### src/rtl/counter_ctrl.sv
// counter_ctrl: command-driven sequencer for a 4-bit up/down counter with
// output register. Accepts CLEAR/LOAD/COUNT/SNAPSHOT commands over a
// valid/ready channel, drives the counter control pins and returns
// sampled counter values (plus a wrap flag) over a valid/ready response channel.
module counter_ctrl #(
    parameter int WIDTH = 4,
    parameter int LEN_W = 8
) (
    input  logic             cck,
    input  logic             cclr,
    input  logic             cmd_valid,
    output logic             cmd_ready,
    input  logic [1:0]       cmd_op,
    input  logic             cmd_dir,
    input  logic [LEN_W-1:0] cmd_arg,
    output logic             ctr_cclr_n,
    output logic             ctr_load_n,
    output logic             ctr_enp_n,
    output logic             ctr_ent_n,
    output logic             ctr_updown,
    output logic [WIDTH-1:0] ctr_datain,
    output logic             ctr_rck,
    input  logic [WIDTH-1:0] ctr_q,
    input  logic             ctr_rco_n,
    output logic             rsp_valid,
    input  logic             rsp_ready,
    output logic [WIDTH-1:0] rsp_data,
    output logic             rsp_wrap
);

    localparam logic [2:0] IDLE = 3'd0;
    localparam logic [2:0] CLR  = 3'd1;
    localparam logic [2:0] LD   = 3'd2;
    localparam logic [2:0] CNT  = 3'd3;
    localparam logic [2:0] SNAP = 3'd4;
    localparam logic [2:0] SAMP = 3'd5;
    localparam logic [2:0] RESP = 3'd6;

    localparam logic [1:0] OP_CLEAR    = 2'd0;
    localparam logic [1:0] OP_LOAD     = 2'd1;
    localparam logic [1:0] OP_COUNT    = 2'd2;
    localparam logic [1:0] OP_SNAPSHOT = 2'd3;

    localparam logic [LEN_W-1:0] LEN_ZERO = {LEN_W{1'b0}};
    localparam logic [LEN_W-1:0] LEN_ONE  = {{(LEN_W-1){1'b0}}, 1'b1};

    logic [2:0]       state_r;
    logic [2:0]       state_s;
    logic [LEN_W-1:0] len_r;
    logic [LEN_W-1:0] len_s;
    logic             updown_r;
    logic             updown_s;
    logic [WIDTH-1:0] datain_r;
    logic [WIDTH-1:0] datain_s;
    logic [WIDTH-1:0] rsp_data_r;
    logic [WIDTH-1:0] rsp_data_s;
    logic             rsp_wrap_r;
    logic             rsp_wrap_s;
    logic             cclr_n_r;
    logic             load_n_r;
    logic             en_n_r;
    logic             rck_r;
    logic             rsp_valid_r;
    logic             cmd_ready_s;
    logic             accept_s;

    // Ready only in IDLE and never while reset is asserted.
    always_comb begin
        cmd_ready_s = (state_r == IDLE) && cclr;
        accept_s    = cmd_valid && cmd_ready_s;
    end

    // Next-state and datapath-next computation for the command sequencer.
    always_comb begin
        state_s    = state_r;
        len_s      = len_r;
        updown_s   = updown_r;
        datain_s   = datain_r;
        rsp_data_s = rsp_data_r;
        rsp_wrap_s = rsp_wrap_r;
        case (state_r)
            IDLE: begin
                if (accept_s) begin
                    case (cmd_op)
                        OP_CLEAR: begin
                            state_s = CLR;
                        end
                        OP_LOAD: begin
                            state_s  = LD;
                            datain_s = cmd_arg[WIDTH-1:0];
                        end
                        OP_COUNT: begin
                            updown_s   = cmd_dir;
                            len_s      = cmd_arg;
                            rsp_wrap_s = 1'b0;
                            if (cmd_arg == LEN_ZERO) begin
                                state_s = SNAP;
                            end else begin
                                state_s = CNT;
                            end
                        end
                        OP_SNAPSHOT: begin
                            rsp_wrap_s = 1'b0;
                            state_s    = SNAP;
                        end
                        default: begin
                            state_s = IDLE;
                        end
                    endcase
                end else begin
                    state_s = IDLE;
                end
            end
            CLR: begin
                state_s = IDLE;
            end
            LD: begin
                state_s = IDLE;
            end
            CNT: begin
                // Ripple carry is sampled on every edge that ends an enable cycle.
                if (!ctr_rco_n) begin
                    rsp_wrap_s = 1'b1;
                end else begin
                    rsp_wrap_s = rsp_wrap_r;
                end
                len_s = len_r - LEN_ONE;
                if (len_r <= LEN_ONE) begin
                    state_s = SNAP;
                end else begin
                    state_s = CNT;
                end
            end
            SNAP: begin
                state_s = SAMP;
            end
            SAMP: begin
                // Output register was strobed during SNAP, so ctr_q is now settled.
                rsp_data_s = ctr_q;
                state_s    = RESP;
            end
            RESP: begin
                if (rsp_ready) begin
                    state_s = IDLE;
                end else begin
                    state_s = RESP;
                end
            end
            default: begin
                state_s = IDLE;
            end
        endcase
    end

    // State, datapath and pin registers; pins are decoded from the next state
    // so each control pin is active exactly during its state's cycle.
    always_ff @(posedge cck) begin
        if (!cclr) begin
            state_r     <= IDLE;
            len_r       <= {LEN_W{1'b0}};
            updown_r    <= 1'b1;
            datain_r    <= {WIDTH{1'b0}};
            rsp_data_r  <= {WIDTH{1'b0}};
            rsp_wrap_r  <= 1'b0;
            cclr_n_r    <= 1'b1;
            load_n_r    <= 1'b1;
            en_n_r      <= 1'b1;
            rck_r       <= 1'b0;
            rsp_valid_r <= 1'b0;
        end else begin
            state_r     <= state_s;
            len_r       <= len_s;
            updown_r    <= updown_s;
            datain_r    <= datain_s;
            rsp_data_r  <= rsp_data_s;
            rsp_wrap_r  <= rsp_wrap_s;
            cclr_n_r    <= (state_s != CLR);
            load_n_r    <= (state_s != LD);
            en_n_r      <= (state_s != CNT);
            rck_r       <= (state_s == SNAP);
            rsp_valid_r <= (state_s == RESP);
        end
    end

    assign cmd_ready  = cmd_ready_s;
    assign ctr_cclr_n = cclr_n_r;
    assign ctr_load_n = load_n_r;
    assign ctr_enp_n  = en_n_r;
    assign ctr_ent_n  = en_n_r;
    assign ctr_updown = updown_r;
    assign ctr_datain = datain_r;
    assign ctr_rck    = rck_r;
    assign rsp_valid  = rsp_valid_r;
    assign rsp_data   = rsp_data_r;
    assign rsp_wrap   = rsp_wrap_r;

endmodule
### config.mk
export PLATFORM = sky130hd
export DESIGN_NAME = counter_ctrl
export DESIGN_NICKNAME = d
export VERILOG_FILES = /design/src/rtl/counter_ctrl.sv
export SDC_FILE = /design/constraint.sdc
export NUM_CORES = 1
export LEC_CHECK = 0
export ABC_CLOCK_PERIOD_IN_PS = 2600
export CORE_MARGIN = 8
export CORE_UTILIZATION = 30
export DETAILED_ROUTE_END_ITERATION = 8
export GPL_TIMING_DRIVEN = 0
export SLEW_MARGIN = 20
export SYNTH_ARGS = -nofsm -noshare
export SYNTH_HDL_FRONTEND = slang
export SYNTH_SLANG_ARGS = --single-unit
### constraint.sdc
create_clock -name cck -period 2.6 [get_ports cck]
set_input_delay 0.65 -clock cck [delete_from_list [all_inputs] [get_ports cck]]
set_output_delay 0.65 -clock cck [all_outputs]
set_load 0.05 [all_outputs]
==> impl_metrics.py, run 1 <==
metrics = {
    "global_route": {
        "grt_max_degree": 16,
        "first_global_vias": 1194,
        "grt_pass1_wl_mm": 5.568,
        "grt_util_all_layers_pct": 10.67,
        "antenna_found_initial": 0,
        "grt.overflow.total": 0,
    },
    "floorplanning": {
        "core_um2": 4029,
        "io_pins": 37,
        "num_rows": 23,
        "die_width_um": 80.81,
        "die-height_um": 80.81,
        "start_util_pct": 31.27,
        "dieArea_um2": 6529,
    },
    "timing": {
        "period_share_pct": 97.24,
        "period_needed_ns": 2.528,
        "fmax_ghz": 0.3955,
        "skew_ns": 0.006774,
        "slew_violations": 0,
        "slew-limit-headroom_pct": 50.84,
        "hold_violations": 0,
        "tightest_slew_ns": 0.7329,
        "holdWs_ns": 0.4893,
        "tns_ns": 0,
        "setup_viol": 0,
        "grt_setup_unrepaired": "no",
    },
    "cells_and_area": {
        "fin_nets": 198,
        "drive_above_1_share_pct": 10.29,
        "fin_util_pct": 43.48,
        "n_fill_cell": 400,
        "diodes": 0,
        "syn2layout_area_growth_pct": 39.03,
        "design_area_um2": 1752,
    },
    "flow_run": {
        "maxCapViolations": 0,
    },
    "place": {
        "place_congestion": 0.7795,
        "dpl_cell_area_um2": 1683,
        "port_buffers": 36,
        "dpl.hpwl_mm": 2.621,
    },
    "clock_tree": {
        "cts_root_buf": "clkbuf_8",
        "clk_latency_ns": 0.28,
        "postCtsSetupBuffers": 0,
        "cts_buffers": 3,
        "cts_sinks": 26,
        "cts_buffer_depth": 2,
        "htree_levels": 1,
        "cts_tree": "done",
        "clkTransAtPathRegs_ns": 0.10,
    },
    "power_and_ir_drop": {
        "p_switching_uw": 213.2,
        "combPwrFrac_pct": 15.3,
        "sw_frac_of_total_pct": 23.97,
        "power_frac_clock_pct": 38.1,
        "power_uw": 889.4,
        "power_density_nw_per_um2": 507.7,
        "peakVddDrop_mv": 0.2033,
        "seqPwrFrac_pct": 46.6,
        "leakage_nw": 0.6926,
        "p_int_uw": 676.2,
    },
    "route": {
        "drc_errors": 0,
        "routedWlPerCell_um": 14.89,
        "vias_per_cell": 5.182,
        "first_pass_iters": 4,
        "vias": 1166,
        "postRouteAntennaNets": 0,
        "drt-initial-drc-count": 75,
        "routed_wl_mm": 3.350,
    },
    "yosys": {
        "ys_ff_latch": 26,
        "synthCells": 135,
        "synth_area_leaders": "dfxtp_1 41%, mux2i_1 6.4%, nor2_1 5.7%",
        "syn-num-nets": 157,
        "synth_cell_types": 44,
        "ys_seq_area_share_pct": 41.31,
        "ys_async_sr_fraction_pct": 0,
        "yosys-top-cells-count": "26 x dfxtp_1, 19 x nor2_1, 8 x mux2i_1",
        "yosysTopAreaCell": "dfxtp_1",
        "yosysWarningCount": 0,
        "synth.avg_cell_area_um2": 9.333,
        "synth.most_common_cell": "dfxtp_1",
        "synth_ff_type": "dfxtp_1",
        "synthesis.area_um2": 1260,
        "synth_edf_count": 0,
        "synth_top_area_share_pct": 41.31,
    },
    "worst_hold_path": {
        "hp-class": "reg -> reg",
    },
    "worst_setup_path": {
        "required_ns": 1.95,
        "cp-end-kind": "primary output",
        "worstSetupPathType": "in -> out",
        "crit_fanout": 8,
        "start_kind": "primary input",
        "arrival_ns": 1.88,
    },
    "run_status": {
        "outcome": "completed",
    },
}
-- final timing paths --
| kind | start | end | slack, ns | cells after the start |
|---|---|---|---|---|
| min reg2reg | ctr_updown | ctr_updown | 0.49 | 2 |
| max reg2reg | state_r[1] | ctr_enp_n | 0.63 | 6 |
| max | cclr | cmd_ready | 0.07 | 4 |
| min | ctr_updown | ctr_updown | 0.49 | 2 |
-- cell families after synthesis --
| kind of cell | count (synthesis) | synth area share (%) |
|---|---|---|
| adder cells (fa/ha/maj) | 2 | 1.986 |
| AND/OR/NAND/NOR | 61 | 28.40 |
| multiplexers | 8 | 6.356 |
| AO/OA/AOI/OAI | 27 | 17.08 |
| flip-flops | 26 | 41.31 |
| buffers and inverters | 11 | 4.865 |
-- routing by layer --
layer	routed length [um]	track usage, %	share of wire (%)
met5	0	0	0
met4	78	5.536	2.3
met3	220	2.980	6.6
met2	1556	18.12	46
met1	1494	11.92	45
-- worst max-delay path: stages --
cell             delay, ns
clkdlybuf4s15_1       0.34
or4b_4                0.52
inv_1                 0.14
buf_4                 0.22
-- power by group through the flow --
stage / Combinational [mW] / Clock [mW] / Sequential (mW)
after floorplan: 0.0606 / 0 / 0.439
after global placement: 0.135 / 0 / 0.423
after detailed placement: 0.137 / 0 / 0.424
after CTS: 0.137 / 0.346 / 0.414
after global routing: 0.148 / 0.367 / 0.416
final: 0.136 / 0.339 / 0.414
-- state kept, by name (all words and copies together) (netlist names) --
register,flops
ctr_cclr_n,1
state_r,3
rsp_data,4
rsp_valid,1
ctr_load_n,1
rsp_wrap,1
ctr_enp_n,1
len_r,8
ctr_updown,1
ctr_rck,1
ctr_datain,4
-- layout make-up --
| type | count | area (um2) | area share, % |
|---|---|---|---|
| repair buffers | 36 | 357.8 | 20.43 |
| well taps | 50 | 62.56 | 3.571 |
| inverters | 6 | 22.52 | 1.286 |
| clock inverters | 1 | 30.03 | 1.714 |
| multi-input cells | 98 | 678.2 | 38.71 |
| clock buffers | 3 | 41.29 | 2.357 |
| plain buffers | 5 | 38.79 | 2.214 |
| flip-flops and latches | 26 | 520.5 | 29.71 |
-- stage by stage --
stage	setup WS [ns]	instances
finish	0.07168	225
global route	0.02699	225
CTS	0.03903	225
detailed placement	-0.8336	221
global placement	-0.8318	221
floorplan	0.2845	135
-- repair_timing --
action,CTS,global route
pin swaps,0,0
endpoints found under the setup margin,1,1
hold buffers,0,0
resized for setup,7,1
-- layout by cell type (no fill, tap or decap), drive strengths merged, types with 2 or more instances in the layout --
cell type | Yosys | routed
nand3b | 4 | 4
a31oi | 2 | 2
a221oi | 2 | 2
a211oi | 2 | 2
inv | 5 | 5
ha | 2 | 2
clkdlybuf4s50 | 0 | 34
nand3 | 6 | 6
nor2 | 19 | 19
and2 | 3 | 3
nor4 | 3 | 3
o21ai | 5 | 5
or4 | 2 | 2
or4b | 2 | 2
nor3 | 3 | 3
clkbuf | 1 | 4
dfxtp | 26 | 26
a21oi | 6 | 6
or3 | 2 | 2
buf | 4 | 5
mux2i | 8 | 8
a2bb2oi | 3 | 3
nand4 | 4 | 4
nand2 | 4 | 4
Power figures use the tool's default switching activity.
==> inputs of run 2 (changes only) <==
--- a/config.mk
+++ b/config.mk
@@ -6,6 +6,7 @@
 export NUM_CORES = 1
 export LEC_CHECK = 0
 export ABC_CLOCK_PERIOD_IN_PS = 2600
+export CORE_ASPECT_RATIO = 0.7
 export CORE_MARGIN = 8
 export CORE_UTILIZATION = 30
 export DETAILED_ROUTE_END_ITERATION = 8
@@ -14,3 +15,4 @@
 export SYNTH_ARGS = -nofsm -noshare
 export SYNTH_HDL_FRONTEND = slang
 export SYNTH_SLANG_ARGS = --single-unit
+export TNS_END_PERCENT = 20
==> impl_metrics.py, run 2 (synthesis results as in run 1) <==
metrics = {
    "run_status": {
        "outcome": "completed",
    },
    "route": {
        "vias_per_cell": 5.066,
        "first_pass_iters": 4,
        "vias": 1150,
        "routed_wl_mm": 3.557,
        "drc_errors": 0,
        "postRouteAntennaNets": 0,
        "routedWlPerCell_um": 15.67,
        "drt-initial-drc-count": 123,
    },
    "worst_setup_path": {
        "crit_chain": "clkbuf_2, or4b_4, inv_1, buf_4",
        "crit_fanout": 8,
        "arrival_ns": 1.69,
        "worstReg2RegStart": "state_r[1]",
        "cpPeakStageDelay_ns": 0.50,
        "start_kind": "primary input",
        "crit_start": "cclr",
        "required_ns": 1.95,
        "cp-end-kind": "primary output",
        "slowest_stage": "or4b_4",
        "worstSetupPathType": "in -> out",
    },
    "cells_and_area": {
        "final_common_cell": "clkdlybuf4s50_1",
        "fin_nets": 198,
        "diodes": 0,
        "final_cell_mix": "34 x clkdlybuf4s50_1, 26 x dfxtp_1, 19 x nor2_1, 8 x mux2i_1",
        "syn2layout_area_growth_pct": 38.83,
        "regMostFlops": "len_r",
        "drive_above_1_share_pct": 10.86,
        "fin_util_pct": 44.06,
        "largest_reg_flops": 8,
    },
    "timing": {
        "period_share_pct": 90.13,
        "fmax_ghz": 0.4267,
        "skew_ns": 0.003254,
        "setup_viol": 0,
        "period_needed_ns": 2.343,
        "slew-limit-headroom_pct": 56.15,
        "tightest_slew_ns": 0.6538,
        "slew_violations": 0,
        "fin_ws_ns": 0.2565,
        "grt_setup_unrepaired": "no",
        "hold_violations": 0,
    },
    "global_route": {
        "grt_max_degree": 16,
        "grt.overflow.total": 0,
        "first_global_vias": 1127,
        "antenna_found_initial": 0,
        "grt_util_all_layers_pct": 10.82,
        "grt_pass1_wl_mm": 5.713,
    },
    "worst_hold_path": {
        "min_from": "ctr_updown",
        "hp-class": "reg -> reg",
    },
    "place": {
        "dpl.hpwl_mm": 2.761,
        "place_ws_ns": -0.8522,
        "port_buffers": 36,
        "place_congestion": 0.7940,
    },
    "clock_tree": {
        "cts_buffer_depth": 2,
        "clk_latency_ns": 0.28,
        "cts_tree": "done",
        "cts_buffers": 3,
        "clkTransAtPathRegs_ns": 0.09,
        "cts_root_buf": "clkbuf_8",
        "htree_levels": 1,
        "cts_sinks": 26,
    },
    "flow_run": {
        "maxCapViolations": 0,
    },
    "power_and_ir_drop": {
        "p_int_uw": 676.2,
        "power_frac_clock_pct": 38.4,
        "power_density_nw_per_um2": 512.3,
        "peakVddDrop_mv": 0.3000,
        "p_switching_uw": 220.0,
        "leakage_nw": 0.6922,
        "seqPwrFrac_pct": 46.3,
        "sw_frac_of_total_pct": 24.55,
        "combPwrFrac_pct": 15.3,
    },
    "floorplanning": {
        "core_um2": 3970,
        "die_width_um": 93.46,
        "num_rows": 19,
        "start_util_pct": 31.74,
        "io_pins": 37,
        "dieArea_um2": 6563,
        "die-height_um": 70.22,
    },
}
==> run 2: cell types whose count changed in the layout (fill, tap and decap cells not counted) <==
cell / before / now
clkbuf_2: 0 / 1
clkdlybuf4s15_1: 1 / 0
==> run 2: final cells by class <==
type / count / area (um2)
fill: 388 / 2221
clock buffer: 3 / 41.29
timing repair buffer: 36 / 352.8
clock inverter: 1 / 30.03
buffer: 5 / 38.79
tap: 52 / 65.06
inverter: 6 / 22.52
sequential: 26 / 520.5
multi-input combinational: 98 / 678.2
==> run 2: final timing paths <==
| check | endpoint | slack, ns | cells past startpoint |
|---|---|---|---|
| setup / recovery | cmd_ready | 0.26 | 4 |
| hold / removal | ctr_updown | 0.47 | 2 |
| setup reg to reg | ctr_enp_n | 0.61 | 6 |
| hold reg to reg | ctr_updown | 0.47 | 2 |
==> run 2: power groups by stage <==
stage	Sequential [mW]	Combinational (mW)	Clock (mW)
6_report	0.415	0.138	0.344
5_1_grt	0.417	0.148	0.372
4_1_cts	0.415	0.138	0.352
3_5_place_dp	0.424	0.138	0
3_3_place_gp	0.423	0.136	0
2_1_floorplan	0.439	0.0606	0
==> run 2: per-layer routing <==
metal	GRT usage, %	up-vias	share of wire, %	wire [um]
met5	0	-	0	0
met4	4.093	0	1.4	50
met3	3.095	6	7.2	255
met2	16.07	44	44	1572
met1	14.29	521	47	1679
li1	-	579	-	-
==> run 2: metrics by stage <==
step / instances / hold slack (ns) / total power [mW] / cell area [um2] / TNS, ns
final: 227 / 0.4742 / 0.8962 / 1749 / 0
after global placement: 223 / 0.4588 / 0.5594 / 1685 / -2.628
after global routing: 227 / 0.5129 / 0.9358 / 1749 / 0
after CTS: 227 / 0.4856 / 0.9043 / 1753 / 0
after detailed placement: 223 / 0.4691 / 0.5623 / 1685 / -3.449
after floorplan: 135 / 0.4569 / 0.4996 / 1260 / 0
==> run 2: worst max-delay path: cells and delay by family <==
| kind | cells | cell delay, ns |
|---|---|---|
| buffers and inverters | 3 | 0.54 |
| and+or+nand+nor | 1 | 0.50 |
==> run 2: timing repair <==
item / 4_1_cts / 5_1_grt
resized for setup: 7 / 2
buffers inserted: 0 / 0
endpoints found under the setup margin: 1 / 1
hold buffers: 0 / 0
